--- src/rtl/riscv_pkg.sv ---
// rtl/riscv_pkg.sv - shared fetch types and constants
// Purpose: XLEN constant, fetch FSM state encoding and the buffered fetch entry.
// Ports: none (package).
package riscv_pkg;

  localparam int XLEN = 32;

  typedef enum logic [1:0] {
    IDLE  = 2'd0,
    WAIT  = 2'd1,
    DRAIN = 2'd2
  } fetch_state_e;

  typedef struct packed {
    logic [XLEN-1:0] pc;
    logic [XLEN-1:0] instr;
  } fetch_entry_t;

endpackage

--- src/rtl/fetch_fifo.sv ---
// rtl/fetch_fifo.sv - DEPTH-entry FIFO of fetched {pc, instr} pairs
// Purpose: holds fetched instructions between memory response and decode.
// Ports:
//   clk, rst  - clock, synchronous active-high reset
//   clear     - drop all entries (flush); takes priority over push/pop
//   push/wdata- write one entry at the tail
//   pop       - remove the head entry
//   head      - current head entry (undefined when empty)
//   empty     - no entries held
//   count     - number of entries held (0..DEPTH)
module fetch_fifo
  import riscv_pkg::*;
#(
  parameter int DEPTH = 2
) (
  input  logic                   clk,
  input  logic                   rst,
  input  logic                   clear,
  input  logic                   push,
  input  fetch_entry_t           wdata,
  input  logic                   pop,
  output fetch_entry_t           head,
  output logic                   empty,
  output logic [$clog2(DEPTH):0] count
);

  localparam int AW = $clog2(DEPTH);

  fetch_entry_t    mem [DEPTH];
  logic [AW-1:0]   rd_ptr;
  logic [AW-1:0]   wr_ptr;

  // DEPTH is a power of two, so the pointers wrap by plain overflow.
  always_ff @(posedge clk) begin
    if (rst || clear) begin
      rd_ptr <= '0;
      wr_ptr <= '0;
      count  <= '0;
    end else begin
      if (push) wr_ptr <= wr_ptr + 1'b1;
      if (pop)  rd_ptr <= rd_ptr + 1'b1;
      count <= count + {{AW{1'b0}}, push} - {{AW{1'b0}}, pop};
    end
  end

  always_ff @(posedge clk) begin
    if (push && !clear) mem[wr_ptr] <= wdata;
  end

  assign head  = mem[rd_ptr];
  assign empty = (count == '0);

endmodule

--- src/rtl/ifetch_unit.sv ---
// rtl/ifetch_unit.sv - instruction fetch FSM with decode-side buffer
// Purpose: issues one outstanding instruction-memory read at a time, buffers
// responses and hands them to decode; supports redirect flush and flags
// misaligned fetch addresses.
// Ports:
//   clk, rst                       - clock, synchronous active-high reset
//   pc_in / pc_hold                - fetch address in; hold request to PC register
//   flush                          - discard buffered and in-flight fetches
//   imem_req/imem_addr/imem_gnt    - memory request handshake
//   imem_rvalid/imem_rdata         - memory read response
//   id_valid/id_ready/id_instr/id_pc - decode-side handshake and payload
//   misalign_err                   - sticky misaligned-address flag
module ifetch_unit #(
  parameter int XLEN  = riscv_pkg::XLEN,
  parameter int DEPTH = 2
) (
  input  logic            clk,
  input  logic            rst,
  input  logic [XLEN-1:0] pc_in,
  output logic            pc_hold,
  input  logic            flush,
  output logic            imem_req,
  output logic [XLEN-1:0] imem_addr,
  input  logic            imem_gnt,
  input  logic            imem_rvalid,
  input  logic [XLEN-1:0] imem_rdata,
  output logic            id_valid,
  input  logic            id_ready,
  output logic [XLEN-1:0] id_instr,
  output logic [XLEN-1:0] id_pc,
  output logic            misalign_err
);

  import riscv_pkg::*;

  localparam int CW = $clog2(DEPTH) + 1;

  fetch_state_e    state;
  fetch_state_e    state_next;
  logic [XLEN-1:0] inflight_pc;
  logic            misalign_set;
  logic            push;
  logic            pop;
  logic            fifo_empty;
  logic [CW-1:0]   occupancy;
  fetch_entry_t    wr_entry;
  fetch_entry_t    head_entry;
  logic            aligned;
  logic            has_room;

  assign aligned  = (pc_in[1:0] == 2'b00);
  // A request only issues from IDLE, where nothing is in flight, so checking
  // room here reserves the slot the response will land in.
  assign has_room = (occupancy < CW'(DEPTH));

  always_ff @(posedge clk) begin
    if (rst) state <= IDLE;
    else     state <= state_next;
  end

  always_comb begin
    state_next = state;
    case (state)
      IDLE:    if (imem_req && imem_gnt) state_next = WAIT;
      WAIT: begin
        if (imem_rvalid)  state_next = IDLE;
        else if (flush)   state_next = DRAIN;
      end
      // A flush while draining changes nothing: one response is still owed.
      DRAIN:   if (imem_rvalid) state_next = IDLE;
      default: state_next = IDLE;
    endcase
  end

  always_comb begin
    imem_req     = 1'b0;
    push         = 1'b0;
    misalign_set = 1'b0;
    case (state)
      IDLE: begin
        imem_req     = !rst && !flush && !misalign_err && aligned && has_room;
        misalign_set = !flush && !aligned;
      end
      WAIT:    push = imem_rvalid && !flush;
      default: ;
    endcase
    pc_hold   = !(imem_req && imem_gnt);
    imem_addr = imem_req ? pc_in : '0;
  end

  always_ff @(posedge clk) begin
    if (rst) begin
      inflight_pc  <= '0;
      misalign_err <= 1'b0;
    end else begin
      if (imem_req && imem_gnt) inflight_pc <= pc_in;
      if (misalign_set)         misalign_err <= 1'b1;
    end
  end

  assign wr_entry = '{pc: inflight_pc, instr: imem_rdata};
  assign pop      = id_valid && id_ready && !flush;

  fetch_fifo #(
    .DEPTH (DEPTH)
  ) u_fifo (
    .clk   (clk),
    .rst   (rst),
    .clear (flush),
    .push  (push),
    .wdata (wr_entry),
    .pop   (pop),
    .head  (head_entry),
    .empty (fifo_empty),
    .count (occupancy)
  );

  assign id_valid = !fifo_empty;
  assign id_instr = id_valid ? head_entry.instr : '0;
  assign id_pc    = id_valid ? head_entry.pc    : '0;

endmodule
--- config.mk ---
export PLATFORM = sky130hd
export DESIGN_NAME = ifetch_unit
export DESIGN_NICKNAME = d
export VERILOG_FILES = /design/src/rtl/riscv_pkg.sv /design/src/rtl/fetch_fifo.sv /design/src/rtl/ifetch_unit.sv
export SDC_FILE = /design/constraint.sdc
export NUM_CORES = 1
export LEC_CHECK = 0
export BUFFER_PORTS_ARGS = -buffer_cell sky130_fd_sc_hd__buf_2
export CORE_AREA = 2 2 105 208
export CTS_CLUSTER_SIZE = 12
export DETAILED_ROUTE_END_ITERATION = 10
export DIE_AREA = 0 0 107 210
export PLACE_DENSITY = 0.53
export SKIP_CTS_REPAIR_TIMING = 1
export SYNTH_ARGS = -nofsm -noshare
export SYNTH_HDL_FRONTEND = slang
export SYNTH_SLANG_ARGS = --single-unit
export TNS_END_PERCENT = 50
--- constraint.sdc ---
create_clock -name clk -period 4.32 [get_ports clk]
set_clock_uncertainty 0.15 [all_clocks]
set_input_delay 0 -clock clk [delete_from_list [all_inputs] [get_ports clk]]
set_output_delay 0 -clock clk [all_outputs]
set_load 0.02 [all_outputs]
==> results of run 1 <==
-- flip-flops by register name (all words and copies together), names as in the netlist, named ones only --
signal	count
u_fifo.mem	128
inflight_pc	32
state	2
u_fifo.count	2
misalign_err	1
u_fifo.rd_ptr	1
u_fifo.wr_ptr	1
-- per-layer routing --
metal,wire [um],GRT usage,vias up
li1,-,-,2124
met3,498,0.0278,18
met2,9110,0.267,110
met4,333,0.0578,0
met5,0,0,-
met1,5590,0.135,2114
-- placed cells by master, fill, tap and decap left out, types with 2 or more instances in the layout --
master | synthesis | routed
sky130_fd_sc_hd__buf_2 | 5 | 167
sky130_fd_sc_hd__edfxtp_1 | 128 | 128
sky130_fd_sc_hd__dlygate4sd3_1 | 0 | 74
sky130_fd_sc_hd__nor2_1 | 68 | 67
sky130_fd_sc_hd__mux2i_1 | 64 | 64
sky130_fd_sc_hd__dfxtp_1 | 40 | 39
sky130_fd_sc_hd__and3_1 | 30 | 30
sky130_fd_sc_hd__nor2b_1 | 29 | 28
sky130_fd_sc_hd__mux2_4 | 28 | 28
sky130_fd_sc_hd__clkbuf_16 | 0 | 18
sky130_fd_sc_hd__inv_1 | 5 | 5
sky130_fd_sc_hd__nor3_1 | 5 | 5
sky130_fd_sc_hd__a21oi_1 | 4 | 4
sky130_fd_sc_hd__clkinv_4 | 0 | 4
sky130_fd_sc_hd__buf_4 | 2 | 4
sky130_fd_sc_hd__nor3b_1 | 3 | 3
sky130_fd_sc_hd__inv_6 | 0 | 3
sky130_fd_sc_hd__o21ai_0 | 2 | 2
sky130_fd_sc_hd__or4_4 | 2 | 2
sky130_fd_sc_hd__nor4_2 | 0 | 2
sky130_fd_sc_hd__xor2_1 | 2 | 2
sky130_fd_sc_hd__nand4_1 | 2 | 2
sky130_fd_sc_hd__o31ai_1 | 2 | 2
sky130_fd_sc_hd__nand2_1 | 2 | 2
sky130_fd_sc_hd__ha_1 | 2 | 2
sky130_fd_sc_hd__conb_1 | 1 | 2
sky130_fd_sc_hd__clkinv_2 | 0 | 2
-- cell usage after synthesis --
cell	instances	area [um^2]
sky130_fd_sc_hd__nor4b_1	1	8.76
sky130_fd_sc_hd__nor3_4	1	16.3
sky130_fd_sc_hd__buf_6	3	33.8
sky130_fd_sc_hd__and2_1	1	6.26
sky130_fd_sc_hd__nor2_1	68	255
sky130_fd_sc_hd__nor3_1	5	25.0
sky130_fd_sc_hd__edfxtp_1	128	3840
sky130_fd_sc_hd__or4_4	2	22.5
sky130_fd_sc_hd__nor2b_1	29	181
sky130_fd_sc_hd__and3_1	30	188
sky130_fd_sc_hd__nor4bb_1	1	10.0
sky130_fd_sc_hd__clkbuf_1	15	56.3
sky130_fd_sc_hd__mux2_4	28	420
sky130_fd_sc_hd__mux2i_1	64	641
sky130_fd_sc_hd__inv_2	1	3.75
sky130_fd_sc_hd__mux2_2	1	11.3
sky130_fd_sc_hd__a21oi_1	4	20.0
sky130_fd_sc_hd__xnor2_1	1	8.76
sky130_fd_sc_hd__nand2_1	2	7.51
sky130_fd_sc_hd__buf_1	5	18.8
sky130_fd_sc_hd__nor3b_1	3	22.5
sky130_fd_sc_hd__buf_2	5	25.0
sky130_fd_sc_hd__ha_1	2	25.0
sky130_fd_sc_hd__dfxtp_1	40	801
sky130_fd_sc_hd__o21ai_0	2	10.0
sky130_fd_sc_hd__conb_1	1	3.75
sky130_fd_sc_hd__o31ai_1	2	15.0
sky130_fd_sc_hd__or4b_2	1	10.0
sky130_fd_sc_hd__xor2_1	2	17.5
sky130_fd_sc_hd__nor4_1	2	12.5
sky130_fd_sc_hd__buf_4	2	15.0
sky130_fd_sc_hd__nand4_1	2	12.5
sky130_fd_sc_hd__inv_1	5	18.8
-- logic make-up (layout without fill, tap and decap cells) --
group	Yosys count	count (layout)	synth area share
other cells	1	2	0.000554
simple gates	148	148	0.115
fa+ha+maj	2	2	0.00370
compound gates	8	8	0.00666
mux	93	93	0.158
xor+xnor	3	3	0.00388
flops	168	168	0.686
buf+inv	36	284	0.0253
-- layout make-up --
| class | count | area [um^2] | share of cell area |
|---|---|---|---|
| flip-flops and latches | 168 | 4650 | 0.505 |
| multi-input cells | 256 | 1980 | 0.216 |
| repair buffers | 246 | 1630 | 0.177 |
| well taps | 269 | 337 | 0.0366 |
| clock inverters | 12 | 115 | 0.0125 |
| inverters | 6 | 22.5 | 0.00245 |
| clock buffers | 20 | 468 | 0.0509 |
-- power groups by stage --
stage | clock network (uW) | registers (uW) | logic [uW]
after global placement | 0 | 1770 | 102
after detailed placement | 0 | 1770 | 105
final | 1470 | 1740 | 153
after global routing | 1570 | 1740 | 166
after floorplan | 0 | 1770 | 45.6
after CTS | 1500 | 1740 | 105
-- through the flow --
step	instances	hold slack [ps]	total power [uW]
2_1_floorplan	460	-74.1	1820
3_3_place_gp	871	44.0	1880
3_5_place_dp	871	44.4	1880
4_1_cts	903	-412	3350
5_1_grt	977	136	3470
6_report	977	78.3	3360
-- worst paths after layout --
check | startpoint | depth (start not counted) | endpoint | slack (ps)
min | rst | 2 | misalign_err | 80
min reg2reg | inflight_pc[18] | 0 | u_fifo.mem[0][50] | 300
max | state[0] | 3 | u_fifo.mem[0][38] | 1580
max reg2reg | state[0] | 3 | u_fifo.mem[0][38] | 1580
==> impl_metrics.toml, run 1 <==
[floorplanning]
start_util = 0.323
coreArea_mm2 = 0.0209
pin_count = 170
die_h_um = 210
die_w_um = 107
design.die.area_mm2 = 0.0225
num_rows = 75

[run_status]
status = "complete, no violations"

[sta]
timing.setup.tns_ps = 0
worst_pin_slew_ps = 931
max_freq_mhz = 365
worst_slew_margin_rel = 0.378
report.final.hold_viol_count = 0
setup_ws_ps = 1580
fin_crit_ps = 2740
final-max-slew-violation-count = 0
fin_crit_sh = 0.634
grt_setup_unrepaired = "no"
setup_viol_count_final = 0

[worst_setup_path]
timing_worst_setup_path_type = "register to register"
cp-end-kind = "register"
crit_path_start_kind = "register"
critical_path_required_ps = 4270
cp_slowest_cell = "sky130_fd_sc_hd__nor2b_4"
worst_path_largest_cell_delay_ps = 830
crit_buf_inv = 1
path_cells = "nor4bb_1 -> nor2b_4 -> buf_12"
critPathTopFamily = "simple AND/OR/NAND/NOR gates"
critical_path_peak_fanout = 39
arrival_ps = 2700

[power]
share_of_total_power_consumed_by_net_switching = 0.205
share_comb_of_total_power = 0.045
vdd_ir_drop_max_uv = 213
p_seq_frac = 0.518
power.density_mw_per_mm2 = 365
power.leakage_uw = 0.00372
cellInternalPower_uw = 2670
power_frac_clock = 0.437
switchingPower_uw = 690

[yosys]
postSynthCellCount = 459
synthDistinctLibCells = 33
ys_ff_latch = 168
seq_area_frac_synth = 0.686
post_synth.cell_area_avg_um2 = 14.7
mappedNetlistArea_mm2 = 0.00677
synth-warning-count = 0

[place]
total_placed_instance_area_mm2 = 0.00788
place_congestion = 0.710
io_buffer_count = 167
setup_slack_after_placement_ps = 1590
place_hpwl_um = 9970

[clock_tree]
clkTransAtPathRegs_ps = 70
cts-buffers-inserted = 17
cts_root_buffer = "sky130_fd_sc_hd__clkbuf_16"
h-tree-depth = 4
cts_tree = "yes"
skew_pair_late_insertion_delay_ps = 420
clkSinkCount = 168
cts_buffer_depth = 2

[detailed_routing]
vias_per_cell = 4.47
final_antenna_net_count = 0
drt_iter0_markers = 159
num_vias = 4366
wire_per_inst_um = 15.9
detailedRoute.firstPassIterationCount = 4
drt_drc_violations_left = 0
drt-total-wl_um = 15500

[global_routing]
global_route.usage.total = 0.136
grt_start_max_net_pins = 65
grt_first_pass_wirelength_um = 22900
grt_antenna_before_repair = 0
grt-ovfl-total = 0
first_global_vias = 4323

[layout]
fin_area_mm2 = 0.00920
finish.utilization = 0.440
flow.area_growth_from_synthesis_pct = 36.0
post_route_cells_drive_above_1_share = 0.343
finish.net_count = 767
insertedDiodeCount = 0
fill_cells = 1916

[min_path]
holdCritPathClass = "input pin to register"

[flow_run]
maxCapViolCount = 0
Note: power is estimated with default switching activity, not from simulation.
==> inputs of run 2 (changes only) <==
==> constraint.sdc (replaced) <==
create_clock -name clk -period 2.4 [get_ports clk]
set_clock_uncertainty 0.15 [all_clocks]
set_input_delay 0 -clock clk [delete_from_list [all_inputs] [get_ports clk]]
set_output_delay 0 -clock clk [all_outputs]
set_load 0.02 [all_outputs]
==> impl_metrics.toml, run 2 (same netlist as run 1, synthesis figures left out) <==
[worst_setup_path]
crit_buf_inv = 2
r2r_start = "state[1]"
worst_path_largest_cell_delay_ps = 590
timing_worst_setup_path_type = "register to register"
cp_slowest_cell = "sky130_fd_sc_hd__dlygate4sd3_1"
arrival_ps = 2370
crit_path_start_kind = "register"
cp-end-kind = "register"
critical_path_stages = 5
worst-r2r-cell-count = 5
crit_end = "state[0]"
critical_path_peak_fanout = 6
path_cells = "or4_4 -> nor3_4 -> inv_2 -> a21oi_1 -> dlygate4sd3_1"
setup.reg_to_reg.worst_slack_ps = 230
critPathTopFamily = "simple AND/OR/NAND/NOR gates"
timing.rr.end = "state[0]"
cp-startpoint = "state[1]"
critical_path_required_ps = 2600

[global_routing]
grt_antenna_before_repair = 0
grt_start_max_net_pins = 65
grt-ovfl-total = 0
global_route.usage.total = 0.132
grt_first_pass_wirelength_um = 22100
first_global_vias = 4100

[place]
placedCellCount = 878
io_buffer_count = 167
place_hpwl_um = 10400
place_congestion = 0.767
total_placed_instance_area_mm2 = 0.00803

[power]
pwr_total_uw = 5990
vdd_ir_drop_max_uv = 442
power.leakage_uw = 0.00379
power.density_mw_per_mm2 = 639

[flow_run]
maxCapViolCount = 0

[clock_tree]
cts_tree = "yes"
clkTransAtPathRegs_ps = 70
cts-buffers-inserted = 17
skew_pair_late_insertion_delay_ps = 410
cts_root_buffer = "sky130_fd_sc_hd__clkbuf_16"
h-tree-depth = 4
cts_buffer_depth = 2
clkSinkCount = 168

[layout]
finish.net_count = 775
post_route_cells_drive_above_1_share = 0.351
biggest_register = "u_fifo.mem"
largest_register_ffs = 128
flow.area_growth_from_synthesis_pct = 38.4
final_common_cell = "sky130_fd_sc_hd__buf_2"
top_regs = "u_fifo.mem x128, inflight_pc x32"
layout.cells.non_filler = 985
insertedDiodeCount = 0
mostFrequentLayoutCells = "sky130_fd_sc_hd__buf_2 (167), sky130_fd_sc_hd__edfxtp_1 (128), sky130_fd_sc_hd__dlygate4sd3_1 (75)"
fin_area_mm2 = 0.00936
fill_cells = 1886

[detailed_routing]
vias_per_cell = 4.45
drt-total-wl_um = 15500
drt_iter0_markers = 146
num_vias = 4384
final_antenna_net_count = 0
wire_per_inst_um = 15.8
drt_drc_violations_left = 0
detailedRoute.firstPassIterationCount = 4

[sta]
holdWs_ps = 165
setup_viol_count_final = 0
timing.setup.tns_ps = 0
grt_setup_unrepaired = "no"
max_freq_mhz = 461
fin_crit_sh = 0.905
worst_pin_slew_ps = 746
report.final.hold_viol_count = 0
fin_crit_ps = 2170
worst_slew_margin_rel = 0.501
final-max-slew-violation-count = 0

[floorplanning]
design.die.area_mm2 = 0.0225
die_h_um = 210
coreArea_mm2 = 0.0209
num_rows = 75
die_w_um = 107
pin_count = 170
start_util = 0.323

[min_path]
holdCritPathClass = "input pin to register"

[run_status]
status = "complete, no violations"
run 2: changes by cell type in the layout (fill, tap and decap cells not counted), moves of 2 or more:
cell and change:
sky130_fd_sc_hd__inv_6 -3, sky130_fd_sc_hd__clkbuf_8 +2, sky130_fd_sc_hd__inv_4 +2, sky130_fd_sc_hd__buf_12 +7
run 2: how the worst min path moves through the flow:
stage | startpoint | end | slack (ps) | depth (start not counted)
5_1_grt | imem_rdata[6] | u_fifo.mem[0][6] | 160 | 2
3_3_place_gp | imem_rdata[23] | u_fifo.mem[0][23] | 40 | 1
6_report | imem_rdata[8] | u_fifo.mem[1][8] | 160 | 2
3_5_place_dp | imem_rdata[26] | u_fifo.mem[0][26] | 40 | 1
2_1_floorplan | imem_rvalid | state[1] | -70 | 1
4_1_cts | imem_rvalid | state[1] | -400 | 2
run 2: through the flow:
step                      worst slack [ps]   util
final                                  229  0.447
after global routing                   136  0.447
after CTS                              173  0.412
after detailed placement               338  0.384
after global placement                 418  0.384
after floorplan                       56.1      -
run 2: power by group:
group,leakage (uW),switching (uW),internal [uW]
Combinational,0.00210,125,157
Sequential,0.00140,9.12,3120
Clock,0.000294,1040,1530
run 2: worst reg2reg max path, delay by kind of cell (launching register included):
| kind | cells | cell delay [ps] |
|---|---|---|
| compound gates | 1 | 150 |
| buf+inv | 2 | 700 |
| flops | 1 | 390 |
| simple gates | 2 | 730 |
run 2: layout make-up:
class	count	area, um^2	share of cell area
multi-input cells	256	2000	0.214
well taps	269	337	0.0359
flip-flops and latches	168	4650	0.496
repair buffers	254	1780	0.190
clock inverters	9	60.1	0.00641
clock buffers	23	520	0.0556
inverters	6	22.5	0.00241
run 2: metal layers:
metal / global-route usage / vias up / share of wire
li1: - / 2144 / -
met1: 0.135 / 2117 / 0.37
met2: 0.252 / 108 / 0.58
met3: 0.0263 / 15 / 0.032
met4: 0.0631 / 0 / 0.023
met5: 0 / - / 0
